===== src/rtl/mmio_arbiter.sv =====
// Two-master round-robin Wishbone arbiter in front of the MMIO controller, with a
// per-strobe watchdog that completes any unacknowledged access with canned read data.
module mmio_arbiter #(
   parameter int unsigned            ADDR_WIDTH     = 11,
   parameter int unsigned            DATA_WIDTH     = 32,
   parameter int unsigned            TIMEOUT_CYCLES = 255,
   parameter logic [DATA_WIDTH-1:0]  TIMEOUT_DATA   = 32'hDEAD_BEEF
) (
   input  logic                  CLK_I,
   input  logic                  RST_I,
   input  logic                  M0_CYC_I,
   input  logic                  M0_STB_I,
   input  logic                  M0_WE_I,
   input  logic [ADDR_WIDTH-1:0] M0_ADDR_I,
   input  logic [DATA_WIDTH-1:0] M0_DAT_I,
   output logic [DATA_WIDTH-1:0] M0_DAT_O,
   output logic                  M0_ACK_O,
   input  logic                  M1_CYC_I,
   input  logic                  M1_STB_I,
   input  logic                  M1_WE_I,
   input  logic [ADDR_WIDTH-1:0] M1_ADDR_I,
   input  logic [DATA_WIDTH-1:0] M1_DAT_I,
   output logic [DATA_WIDTH-1:0] M1_DAT_O,
   output logic                  M1_ACK_O,
   output logic                  S_CYC_O,
   output logic                  S_STB_O,
   output logic                  S_WE_O,
   output logic [ADDR_WIDTH-1:0] S_ADDR_O,
   output logic [DATA_WIDTH-1:0] S_DAT_O,
   input  logic [DATA_WIDTH-1:0] S_DAT_I,
   input  logic                  S_ACK_I,
   output logic [1:0]            GNT_O,
   output logic                  TIMEOUT_O
);

   localparam int unsigned CNT_WIDTH = $clog2(TIMEOUT_CYCLES + 1);
   localparam logic [CNT_WIDTH-1:0] CNT_LIMIT = CNT_WIDTH'(TIMEOUT_CYCLES - 1);

   typedef enum logic [1:0] {StIdle, StGrant, StAbort} state_e;

   state_e                 state_q, state_d;
   logic                   gnt_idx_q, gnt_idx_d;
   logic                   last_q, last_d;
   logic [CNT_WIDTH-1:0]   cnt_q, cnt_d;

   logic                   owner_cyc, owner_stb, owner_we;
   logic [ADDR_WIDTH-1:0]  owner_addr;
   logic [DATA_WIDTH-1:0]  owner_dat;
   logic                   granted, aborting;

   assign owner_cyc  = gnt_idx_q ? M1_CYC_I  : M0_CYC_I;
   assign owner_stb  = gnt_idx_q ? M1_STB_I  : M0_STB_I;
   assign owner_we   = gnt_idx_q ? M1_WE_I   : M0_WE_I;
   assign owner_addr = gnt_idx_q ? M1_ADDR_I : M0_ADDR_I;
   assign owner_dat  = gnt_idx_q ? M1_DAT_I  : M0_DAT_I;
   assign granted    = (state_q == StGrant);
   assign aborting   = (state_q == StAbort);

   always_ff @(posedge CLK_I) begin
      if (RST_I) begin
         state_q   <= StIdle;
         gnt_idx_q <= 1'b0;
         last_q    <= 1'b1;
         cnt_q     <= '0;
      end else begin
         state_q   <= state_d;
         gnt_idx_q <= gnt_idx_d;
         last_q    <= last_d;
         cnt_q     <= cnt_d;
      end
   end

   always_comb begin
      state_d   = state_q;
      gnt_idx_d = gnt_idx_q;
      last_d    = last_q;
      cnt_d     = '0;
      case (state_q)
         StIdle: begin
            if (M0_CYC_I || M1_CYC_I) begin
               state_d = StGrant;
               // A tie goes to whoever did not win last time.
               if (M0_CYC_I && M1_CYC_I) gnt_idx_d = ~last_q;
               else                      gnt_idx_d = M1_CYC_I;
               last_d = gnt_idx_d;
            end
         end
         StGrant: begin
            if (!owner_cyc) begin
               state_d = StIdle;
            end else if (owner_stb && !S_ACK_I) begin
               if (cnt_q == CNT_LIMIT) state_d = StAbort;
               else                    cnt_d   = cnt_q + CNT_WIDTH'(1);
            end
         end
         StAbort: state_d = StGrant;
         default: state_d = StIdle;
      endcase
   end

   always_comb begin
      S_CYC_O   = granted & owner_cyc;
      S_STB_O   = granted & owner_stb;
      S_WE_O    = granted & owner_we;
      S_ADDR_O  = granted ? owner_addr : '0;
      S_DAT_O   = granted ? owner_dat  : '0;
      M0_ACK_O  = ~gnt_idx_q & ((granted & S_ACK_I) | aborting);
      M1_ACK_O  =  gnt_idx_q & ((granted & S_ACK_I) | aborting);
      M0_DAT_O  = (aborting && !gnt_idx_q) ? TIMEOUT_DATA : S_DAT_I;
      M1_DAT_O  = (aborting &&  gnt_idx_q) ? TIMEOUT_DATA : S_DAT_I;
      GNT_O     = (state_q == StIdle) ? 2'b00 : (gnt_idx_q ? 2'b10 : 2'b01);
      TIMEOUT_O = aborting;
   end

endmodule


===== config.mk =====
export PLATFORM = sky130hd
export DESIGN_NAME = mmio_arbiter
export DESIGN_NICKNAME = d
export VERILOG_FILES = /design/src/rtl/mmio_arbiter.sv
export SDC_FILE = /design/constraint.sdc
export NUM_CORES = 1
export LEC_CHECK = 0
export ABC_AREA = 1
export CAP_MARGIN = 20
export CORE_MARGIN = 10
export CORE_UTILIZATION = 26
export DETAILED_ROUTE_END_ITERATION = 12
export GPL_TIMING_DRIVEN = 0
export PLACE_DENSITY = 0.94
export REMOVE_ABC_BUFFERS = 1
export SLEW_MARGIN = 20
export SYNTH_ARGS = -nofsm -noshare
export SYNTH_HDL_FRONTEND = slang
export SYNTH_SLANG_ARGS = --single-unit

===== constraint.sdc =====
create_clock -name CLK_I -period 2.65 [get_ports CLK_I]
set_input_delay 0.6625 -clock CLK_I [delete_from_list [all_inputs] [get_ports CLK_I]]
set_output_delay 0.6625 -clock CLK_I [all_outputs]
set_load 0.01 [all_outputs]

==> impl_metrics.ini, run 1 <==
[place]
placed_cell_count = 650
preCtsSetupSlack_ns = -0.9554
portBuffers = 241
finalWeightedCongestion = 0.8890
hpwl_mm = 9.271
post_dp_cell_area_mm2 = 0.004126

[global_routing]
grt_start_max_net_pins = 51
first_global_vias = 3045
grt_pass1_wl_mm = 16.54
grt_antenna_before_repair = 0
tot_gr_track_use_pct = 20.18
global_route.overflow_total = 0

[min_path]
hold_path.class = reg2reg

[power]
power_density_mw_per_mm2 = 256.3
total_leakage_power_nw = 2.104
ir_drop_mv = 0.2540

[setup_path]
end_kind = primary output
timing.critical_path.from_type = input pin
crit_fanout = 1
worst-setup-path-type = in2out
worst-endpoint-arrival_ns = 1.98
required_ns = 1.99

[layout]
final_layout_size_suffix_gt1_share_pct = 2.768
stdcell_count = 655
syn_to_final_growth_pct = 154.7
antenna_cells = 0
design_area_mm2 = 0.004268
finish.net_count = 708

[sta]
clock.fmax_mhz = 378.5
hold_viol_final = 0
final-setup-viol-count = 0
layout_setup_ws_ns = 0.007971
maxSlewHeadroom_pct = 76.72
worstMarginPinSlew_ns = 0.3484
rsz0062_at_grt = true
timing.final.max_slew_violations = 0
finalClockSkew_ns = 0.005154
period_needed_ns = 2.642
holdWs_ns = 0.4588
period_share_pct = 99.70

[die]
top_level_ports = 242
starting_density_of_the_core_pct = 26.54
die-area_mm2 = 0.01005
row_count = 29
die_w_um = 100.3
core_area_mm2 = 0.006314
die_h_um = 100.3

[clocking]
clk_root_buffer_cell = sky130_fd_sc_hd__clkbuf_8
clockBufferDepth = 2
cts.sink_count = 12
clock_slew_at_the_register_clock_pins_of_the_worst_setup_and_hold_paths_ns = 0.05
clock_insertion_delay_worst_skew_ns = 0.24
htreeDepth = 1
cts.repair_timing.setup_buffer_count = 0
cts_tree = yes
numCtsBuffers = 3
cts_hold_buffers = 0

[run_status]
outcome = completed

[route]
drt_wl_total_mm = 11.14
drtIter0Drc = 94
viasPerCell = 4.580
avgRoutedWirePerCell_um = 17.01
detail_route.drc_violations = 0
first_pass_iters = 5
route.vias.total = 3000
route.antenna.remaining_nets = 0

[synthesis]
synth.yosys.seq_area_share_pct = 14.34
post_synth_design_cell_area_mm2 = 0.001675
yosys_warnings = 0
post_synth_main_area_contributors = sky130_fd_sc_hd__nand2_1 (40%), sky130_fd_sc_hd__dfxtp_1 (14%), sky130_fd_sc_hd__a21oi_1 (14%), sky130_fd_sc_hd__inv_1 (12%), sky130_fd_sc_hd__buf_2 (5.4%)
synthCells = 351
synthDistinctLibCells = 18
yosysTopAreaCell = sky130_fd_sc_hd__nand2_1
synth_seq_cells = 12
syn_area_per_cell_um2 = 4.773
synthDominantCellAreaShare_pct = 39.66

[flow_run]
maxCapViolCount = 0
[worst max-delay path: stages]
cell and delay [ns]:
sky130_fd_sc_hd__clkdlybuf4s50_1 0.46, sky130_fd_sc_hd__nand2_1 0.05, sky130_fd_sc_hd__a21oi_1 0.21, sky130_fd_sc_hd__clkdlybuf4s50_1 0.60
[registers in the layout (all words and copies together) (netlist names)]
register	cells
cnt_q	8
state_q	2
gnt_idx_q	1
last_q	1
[report_power, final]
part / internal, mW / switching (mW) / leakage, nW
clock: 0.131 / 0.0688 / 0.0288
sequential: 0.186 / 0.00920 / 0.0981
combinational: 0.410 / 0.289 / 1.98
total: 0.727 / 0.367 / 2.10
[placed cells by master, fill, tap and decap left out, drive strengths merged]
master         netlist  final
nand2              177    178
o21ai                2      2
or2                  1      1
o21bai               1      1
dlymetal6s2s         0      6
clkbuf               3      4
nor2                20     20
clkdlybuf4s50        0    232
dlygate4sd2          0      3
inv                 56     56
a21oi               47     47
ha                   2      2
nand4                2      2
nand3                6      6
xor2                 2      2
buf                 18      2
dfxtp               12     12
xnor2                2      2
[final cells by class]
| class | instances | area (um2) |
|---|---|---|
| repair buffers | 243 | 2464 |
| well taps | 77 | 96.34 |
| clock buffers | 4 | 55.05 |
| flip-flops and latches | 12 | 244.0 |
| fillers | 519 | 2046 |
| multi-input cells | 263 | 1182 |
| inverters | 56 | 226.5 |
[path summary, 6_finish.rpt]
kind | slack, ns | depth (start not counted) | start | endpoint
max | 0.008 | 4 | M1_ADDR_I[2] | S_ADDR_O[2]
min | 0.46 | 1 | cnt_q[0] | cnt_q[0]
max reg2reg | 1.09 | 7 | gnt_idx_q | cnt_q[3]
min reg2reg | 0.46 | 1 | cnt_q[0] | cnt_q[0]
[synthesized netlist by cell type (all sizes together)]
cell / number
dfxtp: 12
nand2: 177
buf: 18
a21oi: 47
o21bai: 1
o21ai: 2
ha: 2
nand3: 6
xor2: 2
clkbuf: 3
inv: 56
nand4: 2
nor2: 20
xnor2: 2
or2: 1
[logic make-up after synthesis]
group | Yosys count | synth area share (%)
AOI/OAI and AO/OA | 50 | 15.09
xor gates and xnor gates | 4 | 2.091
buffers and inverters | 77 | 18.60
DFF | 12 | 14.34
and+or+nand+nor | 206 | 48.40
adders and majority gates | 2 | 1.493
[through the flow]
stage | util, % | total power, mW | TNS, ns
detailed placement | 65.36 | 0.8927 | -37.40
CTS | 67.08 | 1.105 | 0
global route | 67.60 | 1.161 | -0.05819
global placement | 64.67 | 0.8720 | -161.48
floorplan | - | 0.4182 | -18.66
finish | 67.60 | 1.094 | 0
[routing by layer]
metal	vias up	part of all wire, %	track usage (%)
met4	0	1.3	4.565
met5	-	0	0
met1	1335	36	21.36
met2	153	52	36.99
met3	12	11	7.349
li1	1500	-	-
[timing repair]
item,CTS,global route
cloned,1,0
endpoints found under the setup margin,113,23
gates resized for setup,15,9
Note: power is estimated with default switching activity, not from simulation.
==> inputs of run 2 (changes only) <==
==> constraint.sdc (replaced) <==
create_clock -name CLK_I -period 2.65 [get_ports CLK_I]
set_input_delay 0.3975 -clock CLK_I [delete_from_list [all_inputs] [get_ports CLK_I]]
set_output_delay 0.3975 -clock CLK_I [all_outputs]
set_load 0.005 [all_outputs]
==> run 2 against run 1 <==
Effect of this change: register-to-register slack worse by 0.09 ns; sequential share of layout area barely moved; clock power hardly changed; highest routed layer unchanged; sequential power hardly changed; die area did not move; routed wire length decreased by 1.5%; worst hold slack about the same; count of clock-buffer cells in the layout is the same; cell area shrank 1.6%; core utilization fell by 1.1 points; flip-flop and latch count unchanged; critical path type is now reg2out.
==> impl_metrics.ini, run 2 (synthesis gave the netlist of run 1 again) <==
[run_status]
outcome = completed

[place]
portBuffers = 241
hpwl_mm = 9.271
preCtsSetupSlack_ns = -0.6564
finalWeightedCongestion = 0.8890
placed_cell_count = 650

[layout]
syn_to_final_growth_pct = 150.6
antenna_cells = 0
utilization_pct = 66.51
stdcell_count = 654
reg_top3 = cnt_q (8), state_q (2)
largest_register = cnt_q
commonest_cells_after_routing_fill_and_taps_aside = sky130_fd_sc_hd__clkdlybuf4s50_1 (241), sky130_fd_sc_hd__nand2_1 (174), sky130_fd_sc_hd__inv_1 (55)
final_layout_size_suffix_gt1_share_pct = 2.426
mostFrequentLayoutCell = sky130_fd_sc_hd__clkdlybuf4s50_1
largest_reg_flops = 8
finish.net_count = 707

[global_routing]
grtUsageMet1_pct = 20.93
global_route.peak_usage_layer = met2
first_global_vias = 3015
global_route.overflow_total = 0
global_route.usage.met3_pct = 7.486
grt_use_met2_pct = 36.60
grt_antenna_before_repair = 0
tot_gr_track_use_pct = 19.93
grt_start_max_net_pins = 50
grt_pass1_wl_mm = 16.35

[route]
viasPerCell = 4.616
drtIter0Drc = 92
first_pass_iters = 5
route.vias.total = 3019
detail_route.drc_violations = 0
route.antenna.remaining_nets = 0
drt_wl_total_mm = 10.97
avgRoutedWirePerCell_um = 16.78

[die]
die-area_mm2 = 0.01005
starting_density_of_the_core_pct = 26.54
row_count = 29
top_level_ports = 242
core_area_mm2 = 0.006314
die_w_um = 100.3
die_h_um = 100.3

[sta]
timing.final.max_slew_violations = 0
worstMarginPinSlew_ns = 0.5720
period_share_pct = 97.19
hold_viol_final = 0
period_needed_ns = 2.576
finalClockSkew_ns = 0.004277
final-setup-viol-count = 0
maxSlewHeadroom_pct = 61.73
rsz0062_at_grt = true
layout_setup_ws_ns = 0.07447
clock.fmax_mhz = 388.3

[flow_run]
maxCapViolCount = 0

[clocking]
clock_slew_at_the_register_clock_pins_of_the_worst_setup_and_hold_paths_ns = 0.05
cts.repair_timing.setup_buffer_count = 0
cts.sink_count = 12
htreeDepth = 1
clockBufferDepth = 2
clk_root_buffer_cell = sky130_fd_sc_hd__clkbuf_8
cts_tree = yes
clock_insertion_delay_worst_skew_ns = 0.24
numCtsBuffers = 3

[setup_path]
cp.depth = 6
path_buf_inv = 4
end_kind = primary output
timing.critical_path.from_type = flop
timing.rr.start = gnt_idx_q
required_ns = 2.25
worst-endpoint-arrival_ns = 2.18
timing.reg2reg.worst_path_depth = 7
reg2reg_slack_ns = 1.00
crit_start = gnt_idx_q
slowest_delay_ns = 0.52
crit_fanout = 49
cpMaxStageDelayCell = sky130_fd_sc_hd__clkdlybuf4s50_1
worst-setup-path-type = reg2out
critical_path_s_top_delay_family = buffers and inverters
crit_path_cell_trace = buf_12 -> inv_8 -> nand2_4 -> nand2_1 -> inv_1 -> clkdlybuf4s50_1
crit-reg2reg-capture = cnt_q[3]

[power]
fin_total_pwr_mw = 1.045
total_leakage_power_nw = 2.000
ir_drop_mv = 0.2540
power_density_mw_per_mm2 = 249.0

[min_path]
hold_startpoint = cnt_q[0]
min_delay_worst_endpoint = cnt_q[0]
hold_path.class = reg2reg
worstHoldPathCells = 1
==> run 2: cell count changes in the layout (fill, tap and decap cells not counted) <==
cell                              before  now
sky130_fd_sc_hd__inv_16                1    0
sky130_fd_sc_hd__nor2_1               18   19
sky130_fd_sc_hd__nand2_4               2    1
sky130_fd_sc_hd__nand2_8               2    0
sky130_fd_sc_hd__inv_8                 0    1
sky130_fd_sc_hd__nand2_2               0    2
sky130_fd_sc_hd__nor2_4                2    1
sky130_fd_sc_hd__dfxtp_4               1    0
sky130_fd_sc_hd__dfxtp_2               0    1
sky130_fd_sc_hd__dlymetal6s2s_1        6    0
sky130_fd_sc_hd__dlygate4sd2_1         3    0
sky130_fd_sc_hd__clkdlybuf4s50_1     232  241
==> run 2: power by group <==
part	internal [mW]	switching, mW
registers	0.186	0.00800
clock network	0.131	0.0692
logic	0.410	0.241
==> run 2: worst max-delay path by stage <==
stage              endpoint
2_1_floorplan  M0_DAT_O[14]
3_3_place_gp   M0_DAT_O[14]
3_5_place_dp    M0_DAT_O[3]
4_1_cts        M0_DAT_O[14]
5_1_grt        M0_DAT_O[14]
6_report       M0_DAT_O[14]
==> run 2: through the flow <==
step | TNS [ns] | instance area [um2] | hold slack [ns]
floorplan | -5.442 | 1574 | 0.4287
global placement | -127.80 | 4083 | 0.4370
detailed placement | -18.57 | 4126 | 0.4442
CTS | 0 | 4197 | 0.4585
global route | -0.3721 | 4199 | 0.4921
finish | 0 | 4199 | 0.4591
==> run 2: final cells by class <==
class	instances	area, um2
fill	522	2115
tap	77	96.34
sequential	12	241.5
clock buffer	4	55.05
inverter	56	217.7
multi-input combinational	262	1136
timing repair buffer	243	2452
==> run 2: timing repair <==
action,4_1_cts,5_1_grt
hold buffers,0,0
setup endpoints to repair,105,24
gates resized for setup,5,1
==> run 2: layer usage <==
layer | up-vias | wire (um) | part of all wire [%]
met5 | - | 0 | 0
met4 | 0 | 138 | 1.3
met3 | 12 | 1198 | 11
met2 | 173 | 5676 | 52
met1 | 1340 | 3958 | 36
li1 | 1494 | - | -
==> inputs of run 3 (changes only) <==
CORE_ASPECT_RATIO = 0.5   (was default)
==> run 3 against run 2 <==
Effect of this change: register-to-register slack better by 0.02 ns; combinational power down 0.6%; core utilization up 2.6 points; flip-flop and latch count unchanged; clock power up 34%; count of clock-buffer cells in the layout down 1; clock skew down 0.0017 ns; worst hold slack worse by 0.0019 ns; cell area up 1.3%; critical path type unchanged.
==> impl_metrics.ini, run 3 (synthesis gave the netlist of run 1 again) <==
[place]
post_dp_cell_area_mm2 = 0.004148
portBuffers = 241
placed_cell_count = 661
finalWeightedCongestion = 0.8218
hpwl_mm = 9.181
preCtsSetupSlack_ns = -0.6117

[power]
fin_total_pwr_mw = 1.116
ir_drop_mv = 0.1860
total_leakage_power_nw = 2.024
power_density_mw_per_mm2 = 262.4

[setup_path]
timing.critical_path.from_type = flop
timing.rr.start = gnt_idx_q
crit_path_cell_trace = inv_4 -> nand2_8 -> nand2_1 -> clkdlybuf4s50_1
crit_start = gnt_idx_q
slowest_delay_ns = 0.53
cpMaxStageDelayCell = sky130_fd_sc_hd__clkdlybuf4s50_1
worst-endpoint-arrival_ns = 2.05
timing.reg2reg.worst_path_depth = 6
crit-reg2reg-capture = cnt_q[7]
crit_fanout = 49
required_ns = 2.25
end_kind = primary output
worst-setup-path-type = reg2out
reg2reg_slack_ns = 1.02

[global_routing]
grt_antenna_before_repair = 0
grt_pass1_wl_mm = 16.68
grtUsageMet1_pct = 19.15
grt_use_met2_pct = 42.62
global_route.usage.met3_pct = 3.316
global_route.overflow_total = 0
tot_gr_track_use_pct = 19.84
global_route.peak_usage_layer = met2
first_global_vias = 2982
grt_start_max_net_pins = 50

[min_path]
hold_startpoint = cnt_q[0]
hold_path.class = reg2reg
worstHoldPathCells = 1
min_delay_worst_endpoint = cnt_q[0]

[route]
avgRoutedWirePerCell_um = 16.36
route.antenna.remaining_nets = 0
route.vias.total = 2879
detail_route.drc_violations = 0
first_pass_iters = 4
drt_wl_total_mm = 10.86
drtIter0Drc = 150
viasPerCell = 4.336

[die]
die_h_um = 76.76
starting_density_of_the_core_pct = 27.22
top_level_ports = 242
core_area_mm2 = 0.006156
die-area_mm2 = 0.01025
row_count = 20
die_w_um = 133.5

[clocking]
numCtsBuffers = 3
cts_tree = yes
cts_hold_buffers = 0
htreeDepth = 1
clock_insertion_delay_worst_skew_ns = 0.24
clock_slew_at_the_register_clock_pins_of_the_worst_setup_and_hold_paths_ns = 0.04
clk_root_buffer_cell = sky130_fd_sc_hd__clkbuf_16
clockBufferDepth = 2
cts.sink_count = 12

[layout]
largest_register = cnt_q
finish.net_count = 707
final_layout_size_suffix_gt1_share_pct = 2.431
design_area_mm2 = 0.004254
largest_reg_flops = 8
antenna_cells = 0
stdcell_count = 664
utilization_pct = 69.11
commonest_cells_after_routing_fill_and_taps_aside = sky130_fd_sc_hd__clkdlybuf4s50_1 (241), sky130_fd_sc_hd__nand2_1 (174), sky130_fd_sc_hd__inv_1 (55)
syn_to_final_growth_pct = 153.9
final.fill_count = 509
mostFrequentLayoutCell = sky130_fd_sc_hd__clkdlybuf4s50_1
reg_top3 = cnt_q (8), state_q (2)

[sta]
hold_viol_final = 0
period_share_pct = 92.20
worstMarginPinSlew_ns = 0.5018
period_needed_ns = 2.443
final.setup.tns_ns = 0
holdWs_ns = 0.4572
clock.fmax_mhz = 409.3
rsz0062_at_grt = false
layout_setup_ws_ns = 0.2066
finalClockSkew_ns = 0.002617
timing.final.max_slew_violations = 0
maxSlewHeadroom_pct = 66.54
final-setup-viol-count = 0

[run_status]
outcome = completed

[flow_run]
maxCapViolCount = 0
[run 3: where the power goes]
part           switching (mW)  internal [mW]  total [mW]
clock network          0.0732          0.196       0.269
logic                   0.235          0.412       0.647
registers              0.0139          0.186       0.200
total                   0.322          0.794        1.12
[run 3: layer usage]
layer	part of all wire, %	up-vias
met2	58	84
li1	-	1494
met3	4.5	9
met1	36	1292
met5	0	-
met4	1.0	0
[run 3: layout make-up]
| type | instances | area (um2) | area share, % |
|---|---|---|---|
| well taps | 88 | 110.1 | 2.588 |
| flip-flops and latches | 12 | 244.0 | 5.735 |
| inverters | 56 | 212.7 | 5.000 |
| clock buffers | 3 | 75.07 | 1.765 |
| multi-input cells | 262 | 1152 | 27.09 |
| repair buffers | 243 | 2460 | 57.82 |
[run 3: timing repair]
item / in CTS / in global routing
setup endpoints to repair: 68 / 7
setup buffers: 0 / 0
gates resized for setup: 5 / 3
pin swaps: 0 / 0
[run 3: how the worst max path moves through the flow]
stage and to:
2_1_floorplan M0_DAT_O[14], 3_3_place_gp M0_DAT_O[23], 3_5_place_dp M0_DAT_O[23], 4_1_cts M1_DAT_O[9], 5_1_grt M0_DAT_O[22], 6_report M0_DAT_O[23]
[run 3: worst max-delay path: cells and delay by family (launching register included)]
family        cells  cell delay (ns)
flops             1             0.44
simple gates      2             0.38
buf+inv           2             0.96
==> RTL edit, RTL diff (settings of run 3) <==
Encoding of `state_e`: now one-hot (3 bits for 3 states).
--- a/src/rtl/mmio_arbiter.sv
+++ b/src/rtl/mmio_arbiter.sv
@@ -36,7 +36,7 @@
    localparam int unsigned CNT_WIDTH = $clog2(TIMEOUT_CYCLES + 1);
    localparam logic [CNT_WIDTH-1:0] CNT_LIMIT = CNT_WIDTH'(TIMEOUT_CYCLES - 1);
 
-   typedef enum logic [1:0] {StIdle, StGrant, StAbort} state_e;
+   typedef enum logic [2:0] {StIdle = 3'b001, StGrant = 3'b010, StAbort = 3'b100} state_e;
 
    state_e                 state_q, state_d;
    logic                   gnt_idx_q, gnt_idx_d;
Behaviour: same outputs for any inputs over 10 cycles, from zero or initial values and one cycle with RST_I high; not proved beyond that.
==> RTL edit against run 3 <==
Total power is 17% higher. Sequential share of layout area is 0.36 points higher. Synthesized area up 3.1%. Count of clock-buffer cells in the layout grew 1. Design area up 1.9%. Routed wire length up 11%. Sequential power rose by 23%. Worst setup slack lost 0.077 ns. Die area increased by 2.5%. Sequential cell count grew 1. Critical endpoint is now M1_DAT_O[13]. Largest power group unchanged.
==> RTL edit: results (changes against run 3) <==
INFO  metric run_status = completed
INFO  metric grt_util_met2 = 43.1% (+0.45 points)
INFO  metric max-vdd-ir-drop = 0.208 mV (+12%)
INFO  metric p_leak = 0.00207 uW (+2.1%)
INFO  metric ys_top_cells_by_area = sky130_fd_sc_hd__nand2_1 (39%), sky130_fd_sc_hd__dfxtp_1 (15%), sky130_fd_sc_hd__a21oi_1 (14%), sky130_fd_sc_hd__inv_1 (12%), sky130_fd_sc_hd__buf_2 (4.3%)
INFO  metric first_iter_violations = 197 (+31%)
INFO  metric peak_fanout_along_the_critical_path = 32 (-35%)
INFO  metric antenna_found_initial = 0 (unchanged)
INFO  metric timing.rr.end = cnt_q[3]$_SDFF_PP0_
INFO  metric track_usage = 20.8% (+0.91 points)
INFO  metric via_count = 3016 (+4.8%)
INFO  metric firstDrtPassIters = 5 (+1)
INFO  metric r2r.worst_path.cells = 7 (+1)
INFO  metric synth-seq-area-share = 15.1% (+0.72 points)
INFO  metric clock-skew-final = 0.00228 ns (-0.000339 ns)
INFO  metric first_global_vias = 2872 (-3.7%)
INFO  metric grt_pass1_wl = 17.2 mm (+3.2%)
INFO  metric routabilityCongestion = 0.926 (+13%)
INFO  metric met1_usage = 20.4% (+1.2 points)
INFO  metric reg.largest.list = cnt_q (8), state_q (3)
INFO  metric stdcell_count = 676 (+1.8%)
INFO  metric r2r_setup_slack = 0.95 ns (-0.07 ns)
INFO  metric placed_cells_incl_taps = 672 (+1.7%)
INFO  metric wl_per_cell = 17.8 um (+8.7%)
INFO  metric synth.top_cells.by_count = sky130_fd_sc_hd__nand2_1 (181), sky130_fd_sc_hd__inv_1 (53), sky130_fd_sc_hd__a21oi_1 (48)
INFO  metric final_layout_size_suffix_gt1_share = 2.89% (+0.46 points)
INFO  metric dp.final_hpwl = 10.4 mm (+13%)
INFO  metric yosysUniqueCellTypes = 18 (unchanged)
INFO  metric max_slew.worst_pin.slew = 0.513 ns (+0.0110 ns)
INFO  metric num-fill-cells = 521 (+2.4%)
INFO  metric syn_area_per_cell = 4.79 um^2 (+0.28%)
-- RTL edit: cells by family (layout without fill, tap and decap cells) --
kind of cell	Yosys count	count (layout)	synth area share [%]
and+or+nand+nor	217	217	49.7
buffers and inverters	76	303	17.6
AOI/OAI and AO/OA	49	49	14.2
DFF	13	13	15.1
xor gates and xnor gates	4	4	2.03
adders and majority gates	2	2	1.45
-- RTL edit: final cells by class --
| class | count | area share, % |
|---|---|---|
| flip-flops and latches | 13 | 6.09 |
| inverters | 56 | 4.91 |
| clock buffers | 4 | 1.82 |
| repair buffers | 243 | 56.9 |
| multi-input cells | 272 | 27.7 |
| well taps | 88 | 2.54 |
-- RTL edit: critical path: stages (launching register included) --
cell                              delay (ns)
sky130_fd_sc_hd__dfxtp_1                0.39
sky130_fd_sc_hd__inv_2                  0.09
sky130_fd_sc_hd__nor3_4                 0.35
sky130_fd_sc_hd__nand2_4                0.31
sky130_fd_sc_hd__nand2_1                0.20
sky130_fd_sc_hd__clkdlybuf4s50_1        0.53
-- RTL edit: what timing repair did --
item	CTS	global route
hold buffers	0	0
setup endpoints to repair	64	14
gates resized for setup	6	2
-- RTL edit: worst max-delay path by stage --
| stage | startpoint | to | slack [ns] | cells after the start |
|---|---|---|---|---|
| 2_1_floorplan | gnt_idx_q$_SDFFE_PP0P_ | M0_DAT_O[14] | -0.20 | 4 |
| 3_3_place_gp | gnt_idx_q$_SDFFE_PP0P_ | M0_DAT_O[17] | -1.83 | 5 |
| 3_5_place_dp | gnt_idx_q$_SDFFE_PP0P_ | M0_DAT_O[31] | -0.54 | 4 |
| 4_1_cts | gnt_idx_q$_SDFFE_PP0P_ | M0_DAT_O[17] | 0.03 | 5 |
| 5_1_grt | state_q[2]$_SDFFE_PP0P_ | M1_DAT_O[13] | 0.02 | 5 |
| 6_report | state_q[2]$_SDFFE_PP0P_ | M1_DAT_O[13] | 0.13 | 5 |
-- RTL edit: routing by layer --
layer / share of wire, % / routed length (um)
met5: 0 / 0
met4: 2.6 / 313
met3: 7.3 / 873
met2: 56 / 6780
met1: 34 / 4060
-- RTL edit: stage by stage --
stage	util [%]	instance area [um^2]	hold WS [ns]	power, uW	worst slack (ns)
after floorplan	-	1630	0.429	501	-0.202
after CTS	69.1	4320	0.466	1320	0.0286
after global routing	69.3	4330	0.504	1400	0.0161
after global placement	66.4	4160	0.441	989	-1.83
final	69.3	4330	0.464	1310	0.130
after detailed placement	67.4	4220	0.456	1030	-0.542
-- RTL edit: where the power goes --
part           switching [uW]  total (uW)  leakage [uW]  internal, uW
combinational             328         784       0.00192           456
clock                    77.3         280     0.0000382           202
sequential               33.8         247      0.000106           213
